### config.mk
export PLATFORM = sky130hd
export DESIGN_NAME = mod_pre_scale_flat
export DESIGN_NICKNAME = d
export VERILOG_FILES = /design/src/rtl/mod_pre_scale_if.sv /design/src/rtl/mod_pre_scale.sv /design/src/flat_wrapper.sv
export SDC_FILE = /design/constraint.sdc
export NUM_CORES = 1
export LEC_CHECK = 0
export CORE_UTILIZATION = 35
export CTS_CLUSTER_DIAMETER = 40
export DETAILED_ROUTE_END_ITERATION = 7
export HOLD_SLACK_MARGIN = 0.06
export SYNTH_ARGS = -nofsm -noshare
export SYNTH_HDL_FRONTEND = slang
export SYNTH_SLANG_ARGS = --single-unit
### constraint.sdc
create_clock -name clk -period 3.3 [get_ports clk]
set_clock_uncertainty 0.1 [all_clocks]
set_input_delay 0.66 -clock clk [delete_from_list [all_inputs] [get_ports clk]]
set_output_delay 0.66 -clock clk [all_outputs]
set_load 0.02 [all_outputs]
### src/rtl/mod_pre_scale_if.sv
// mod_pre_scale_if: operand/result handshake bundle for the modular pre-scaler
interface mod_pre_scale_if #(parameter int DATA_W = 32);
  logic              in_valid;
  logic              in_ready;
  logic [DATA_W-1:0] A;
  logic [DATA_W-1:0] q;
  logic              out_valid;
  logic              out_ready;
  logic [DATA_W-1:0] C;
  logic              range_err;
  modport master (output in_valid, A, q, out_ready, input in_ready, out_valid, C, range_err);
  modport slave  (input in_valid, A, q, out_ready, output in_ready, out_valid, C, range_err);
endinterface

### src/rtl/mod_pre_scale.sv
// mod_pre_scale: iterative C = (A * 2^K) mod q, one conditional-subtract doubling per cycle
module mod_pre_scale #(
  parameter int DATA_W = 32,
  parameter int K      = 48
) (
  input logic          clk,
  input logic          reset,
  mod_pre_scale_if.slave bus
);
  typedef enum logic [1:0] {IDLE, RUN, DONE} state_t;
  state_t            state;
  logic [DATA_W-1:0] x, q_r, x_nxt;
  logic [7:0]        cnt;
  logic              range_err_r, in_ready_r, out_valid_r;
  logic [DATA_W:0]   t;
  logic [DATA_W+1:0] d;
  // x < q_r keeps 2x < 2q_r, so one subtraction brings the double back into range
  always_comb begin
    t     = {x, 1'b0};
    d     = {1'b0, t} - {2'b00, q_r};
    x_nxt = d[DATA_W+1] ? t[DATA_W-1:0] : d[DATA_W-1:0];
  end
  always_ff @(posedge clk or posedge reset) begin
    if (reset) begin
      state       <= IDLE;
      in_ready_r  <= 1'b1;
      out_valid_r <= 1'b0;
      range_err_r <= 1'b0;
      x           <= '0;
      q_r         <= '0;
      cnt         <= '0;
    end else begin
      case (state)
        IDLE: if (bus.in_valid) begin
          q_r         <= bus.q;
          x           <= bus.A;
          range_err_r <= bus.A >= bus.q;
          cnt         <= 8'(K);
          in_ready_r  <= 1'b0;
          state       <= RUN;
        end
        RUN: begin
          x   <= x_nxt;
          cnt <= cnt - 8'd1;
          if (cnt == 8'd1) begin
            out_valid_r <= 1'b1;
            state       <= DONE;
          end
        end
        DONE: if (bus.out_ready) begin
          out_valid_r <= 1'b0;
          in_ready_r  <= 1'b1;
          state       <= IDLE;
        end
        default: state <= IDLE;
      endcase
    end
  end
  assign bus.in_ready  = in_ready_r;
  assign bus.out_valid = out_valid_r;
  assign bus.C         = x;
  assign bus.range_err = range_err_r;
endmodule
### src/flat_wrapper.sv
// flat-port wrapper written by rule: the top's interface ports become plain ports
module mod_pre_scale_flat 
#(
  parameter int DATA_W = 32,
  parameter int K      = 48
)
  (clk, reset, bus_in_valid, bus_A, bus_q, bus_out_ready, bus_in_ready, bus_out_valid, bus_C, bus_range_err);
  mod_pre_scale_if #(.DATA_W(DATA_W)) bus_i ();
  input logic clk;
  input logic reset;
  input wire logic [$bits(bus_i.in_valid)-1:0] bus_in_valid;
  input wire logic [$bits(bus_i.A)-1:0] bus_A;
  input wire logic [$bits(bus_i.q)-1:0] bus_q;
  input wire logic [$bits(bus_i.out_ready)-1:0] bus_out_ready;
  output wire logic [$bits(bus_i.in_ready)-1:0] bus_in_ready;
  output wire logic [$bits(bus_i.out_valid)-1:0] bus_out_valid;
  output wire logic [$bits(bus_i.C)-1:0] bus_C;
  output wire logic [$bits(bus_i.range_err)-1:0] bus_range_err;
  assign bus_i.in_valid = bus_in_valid;
  assign bus_i.A = bus_A;
  assign bus_i.q = bus_q;
  assign bus_i.out_ready = bus_out_ready;
  assign bus_in_ready = bus_i.in_ready;
  assign bus_out_valid = bus_i.out_valid;
  assign bus_C = bus_i.C;
  assign bus_range_err = bus_i.range_err;
  mod_pre_scale #(.DATA_W(DATA_W), .K(K)) u_core (.clk(clk), .reset(reset), .bus(bus_i));
endmodule
# Yosys cells after proc, flatten, opt, wreduce, memory -nomap -nowiden
# Index checks and enable logic that the tools add are counted.
[totals] wordCells=40 input_bits=68 register_bits=77
[classes] muxes=15 order_cmp=1 eq_ne=6 add_sub_neg=2 reduce_logical=9
[op_table] cell="32-bit 2-to-1 mux" n=2
[op_table] cell="32-bit one-hot mux with 2 select lines" n=1
[op_table] cell="33-bit by 32-bit subtractor with 34-bit output" n=1
[op_table] cell="32-bit greater-or-equal comparator" n=1
[op_table] cell="8-bit one-hot mux with 2 select lines" n=1
[op_table] cell="3-bit AND reduction" n=3
[op_table] cell="8-bit by 1-bit equality test with 1-bit output, second input constant" n=1
[op_table] cell="8-bit 2-to-1 mux" n=1
[op_table] cell="8-bit by 1-bit subtractor with 8-bit output, second input constant" n=1
[op_table] cell="2-bit 2-to-1 mux" n=3
[op_table] cell="2-bit one-hot mux with 3 select lines" n=1
[op_table] cell="2-bit nonzero test" n=3
[op_table] cell="1-bit 2-to-1 mux" n=4
[op_table] cell="2-bit inequality test, second input constant" n=2
[op_table] cell="1-bit one-hot mux with 2 select lines" n=2
[op_table] cell="2-bit AND reduction" n=2
[op_table] cell="2-bit by 1-bit equality test with 1-bit output, second input constant" n=1
[op_table] cell="2-bit equality test, second input constant" n=1
[op_table] cell="2-bit logical NOT" n=1
[op_table] cell="2-bit by 1-bit inequality test with 1-bit output, second input constant" n=1

# Depth between registers and ports, before layout
# Gate-level depths: netlist of the first run.
[depth] ltp_word=3 mapped_depth=13

# Worst setup path before layout of the first run
# OpenSTA, ideal clock, no wires.
[synth_path] path_kind="register -> register" start="reg u_core.x[13] (netlist: u_core.bus.C[13])" end="reg u_core.x[30] (netlist: u_core.bus.C[30])" period_less_slack_ns=2.785 t_required_ns=3.121 setup_ns=0.079 path_stages_with_launch=11 path_buffers=1 arrival_time_ns=2.605 setup_slack_ns=0.515 cell_sequence="dfrtp_1 -> ha_1 -> a21oi_2 -> o21ai_2 -> a2111oi_4 -> and4bb_4 -> nor3_4 -> or2_1 -> buf_6 -> a311oi_2 -> a2bb2oi_1"
[synth_via] elab_chain_cells=3
[synth_lines] item="start, declared" line_no="mod_pre_scale.sv:12" source="logic [DATA_W-1:0] x, q_r, x_nxt;"
[synth_lines] item="start signal, assigned" line_no="mod_pre_scale.sv:36" source="x <= bus.A;"
[synth_lines] item="start signal, assigned" line_no="mod_pre_scale.sv:43" source="x <= x_nxt;"
[synth_lines] item="33-bit by 32-bit subtractor with 34-bit output" line_no="mod_pre_scale.sv:20" source="d = {1'b0, t} - {2'b00, q_r};"
[synth_lines] item="32-bit 2-to-1 mux" line_no="mod_pre_scale.sv:21" source="x_nxt = d[DATA_W+1] ? t[DATA_W-1:0] : d[DATA_W-1:0];"
[synth_lines] item="32-bit one-hot mux with 2 select lines" line_no="mod_pre_scale.sv:33" source="case (state)"
# No other way between the ends.
# A chain may end at the register's enable or synchronous reset.

# Worst setup path in the final report of the first run
# Ends and elaborated chain as after synthesis.

==> results of run 1 <==
==> worst min path at each step <==
stage,startpoint,to,slack [ns],cells after the start
floorplan,u_core.cnt[5],u_core.cnt[5],0.34,1
global placement,u_core.cnt[5],u_core.cnt[5],0.36,1
detailed placement,u_core.cnt[5],u_core.cnt[5],0.36,1
CTS,u_core.cnt[5],u_core.cnt[5],0.37,1
global route,u_core.cnt[7],u_core.cnt[7],0.40,1
finish,u_core.cnt[5],u_core.cnt[5],0.37,1
==> cells by family after synthesis <==
family | share of synthesized area, %
AOI/OAI and AO/OA | 24.0
xor gates and xnor gates | 3.36
muxes | 1.88
buffers and inverters | 6.93
and+or+nand+nor | 17.7
DFF | 32.2
adders and majority gates | 13.9
==> registers in the layout, indices dropped and copies added, names as in the netlist <==
register / flops
u_core.bus.range_err: 1
u_core.bus.in_ready: 1
u_core.bus.C: 32
u_core.bus.out_valid: 1
u_core.cnt: 8
u_core.q_r: 32
u_core.state: 2
==> critical path, cell delays in order, from the launching register on <==
cell       delay [ns]
dfrtp_1          0.41
ha_1             0.40
a21oi_2          0.20
o21ai_2          0.09
a2111oi_4        0.38
and4bb_4         0.32
nor3_4           0.05
or2_1            0.23
buf_4            0.20
a311oi_2         0.29
a2bb2oi_1        0.19
==> layer usage <==
metal | up-vias | track usage (%) | routed length, um
li1 | 2814 | - | -
met1 | 2599 | 28.0 | 8460
met2 | 121 | 29.6 | 7050
met3 | 10 | 2.64 | 669
met4 | 0 | 6.51 | 201
met5 | - | 0 | 0
==> cell type report <==
class | instances | share of cell area (%)
clock buffer | 9 | 2.96
clock inverter | 7 | 1.00
inverter | 77 | 3.80
multi-input combinational | 561 | 48.1
sequential | 77 | 25.4
tap | 220 | 3.62
timing repair buffer | 117 | 15.1
==> cell usage in the layout (no fill, tap or decap), drive strengths merged, types with 3 or more instances in the layout <==
cell type / n
buf: 15
clkinv: 4
or2: 3
nor3: 10
nand2: 124
mux2i: 9
a22oi: 9
xor2: 8
o211ai: 8
clkbuf: 9
nor2b: 7
o31ai: 9
nor2: 30
dfrtp: 76
xnor2: 15
o21bai: 5
clkdlybuf4s50: 102
and3: 20
a31oi: 19
o21ai: 73
inv: 77
o21a: 4
a21oi: 56
nand4: 8
o22ai: 4
a21o: 20
ha: 65
a21boi: 3
nand3: 15
==> stage by stage <==
stage / util [%] / total power, W / cell area, sq um / instances / hold slack, ns
final: 45.7 / 0.00939 / 7600 / 1068 / 0.367
after CTS: 45.7 / 0.00944 / 7600 / 1068 / 0.369
after floorplan: - / 0.00661 / 5990 / 745 / 0.336
after detailed placement: 43.8 / 0.00837 / 7300 / 1052 / 0.361
after global routing: 45.7 / 0.0104 / 7600 / 1068 / 0.404
after global placement: 43.8 / 0.00832 / 7300 / 1052 / 0.360
==> where the power goes <==
group | total [W] | internal [W] | switching, W
clock network | 0.00101 | 0.000588 | 0.000423
logic | 0.00652 | 0.00286 | 0.00367
registers | 0.00186 | 0.00148 | 0.000382
total | 0.00939 | 0.00492 | 0.00447
==> reports/results.txt, run 1 <==
Area grow syn2layout: 26.8%
# setup viols final: 0
RD Place Congestion: 0.821
P_leak: 3.48 nW
Via count: 5,544
Pwr dens: 1240 nW/um^2
Crit path from: u_core.bus.C[13]
Setup Crit Path Kind: reg -> reg
Synth cell count leaders: 124 x nand2_1, 77 x inv_1, 76 x dfrtp_1
Reg2Reg Depth: 10
CTS tree: built
Filler cells: 1,683
Slew Limit Headroom: 54.3%
Clock Sinks: 77
Setup crit end: u_core.bus.C[30]
Die W: 133 um
Setup Fix Bufs, Post-CTS: 0
Gr usage total: 19.4%
Sequential cell area: 1930 sq um
Setup tns final: 0 ns
GRT overflow: 0
# IOs: 103
Crit path launch type: flop
# diodes: 0
Post-synth ARST share: 100%
Ranking of synthesized cells by area: dfrtp_1 32%, ha_1 14%, nand2_1 7.8%
TritonRoute pass-1 iters: 5
Post-Syn Nets: 879
CTS Root Buffer Type: clkbuf_16
Hold Path Class: reg -> reg
R2r startpoint: u_core.bus.C[13]
Post-synthesis instance total: 745
CTS resizes: 0
Post-route antenna net violation count: 0
Initial cell density of the core: 36.0%
Final Hold Viols: 0
DRT Wirelength: 16,400 um
Htree depth: 3
Final Worst Setup Slack: 0.368 ns
First DRT Iteration DRCs: 337
Vias in the first global route: 5,259
Vias per cell: 5.19
Die Ht: 133 um
Count leader, synth: nand2_1
Post-synth design cell area: 5990 sq um
Outcome: completed
Flop-to-flop setup slack: 0.37 ns
Share of cells above drive strength 1: 5.54%
Yosys warnings: 0
Final Slew Violations: 0
Max-cap violation count: 0
WP data required: 3.47 ns
Num CTS Buffers: 9
Synthesized area per cell: 8.05 sq um
Layout Nets: 977
Post-synth top flop: dfrtp_1
Detail Placement HPWL: 12,400 um
Post-synth EDFFs: 0
Core area: 16,600 sq um
CP Max Fanout: 15
Unrepaired setup endpoints after global routing: no
Clock latency on the worst-skew pair: 0.36 ns
Post-synth top area share: 31.7%
WL per Instance: 15.3 um
Critical Path AT: 3.10 ns
First-pass GRT wire length: 27,200 um
Synth unique cells: 64
Worst-path clk slew: 0.07 ns
Buffers on Ports: 102
DRC Markers: 0
Post-synth top area cell: dfrtp_1
Multi-input logic area: 3660 sq um
Setup crit end kind: flop
Max Clk Rate: 341 MHz
Die area: 17,700 sq um
Max VDD drop: 0.407 mV
Seq/Total Area, Yosys: 32.2%
Seq cells post-synth: 77
Largest net degree at the start of global routing: 78
Row cnt: 47
DP Worst Slack: 0.0519 ns
Initial antenna violation count: 0
Slew @ Worst Pin: 0.686 ns
Max Root-Sink Buffers: 2
Period utilisation layout: 88.8%
Post-layout min period: 2.93 ns
Cts hold-fix bufs: 0
R2R Path End: u_core.bus.C[30]
No activity file was read; power rests on OpenSTA's default activity.
==> run 2: changes to the inputs <==
--- a/config.mk
+++ b/config.mk
@@ -9,6 +9,7 @@
 export CTS_CLUSTER_DIAMETER = 40
 export DETAILED_ROUTE_END_ITERATION = 7
 export HOLD_SLACK_MARGIN = 0.06
+export SETUP_SLACK_MARGIN = 0.02
 export SYNTH_ARGS = -nofsm -noshare
 export SYNTH_HDL_FRONTEND = slang
 export SYNTH_SLANG_ARGS = --single-unit
==> results of run 2 <==
No change in the layout: final DEF, timing and power equal those of run 1.
==> run 3: changes to the inputs <==
--- a/config.mk
+++ b/config.mk
@@ -10,6 +10,7 @@
 export DETAILED_ROUTE_END_ITERATION = 7
 export HOLD_SLACK_MARGIN = 0.06
 export SETUP_SLACK_MARGIN = 0.02
+export SLEW_MARGIN = 20
 export SYNTH_ARGS = -nofsm -noshare
 export SYNTH_HDL_FRONTEND = slang
 export SYNTH_SLANG_ARGS = --single-unit
==> constraint.sdc (replaced) <==
create_clock -name clk -period 3.3 [get_ports clk]
set_clock_uncertainty 0.1 [all_clocks]
set_input_delay 0.66 -clock clk [delete_from_list [all_inputs] [get_ports clk]]
set_output_delay 0.66 -clock clk [all_outputs]
set_load 0.05 [all_outputs]
==> results of run 3 <==
The final DEF is identical to that of run 1. Status: completed.
Power of run 3 is left out: the tool's default activity adds up to more than one toggle a clock period on the data nets, which glitch-free logic cannot reach.
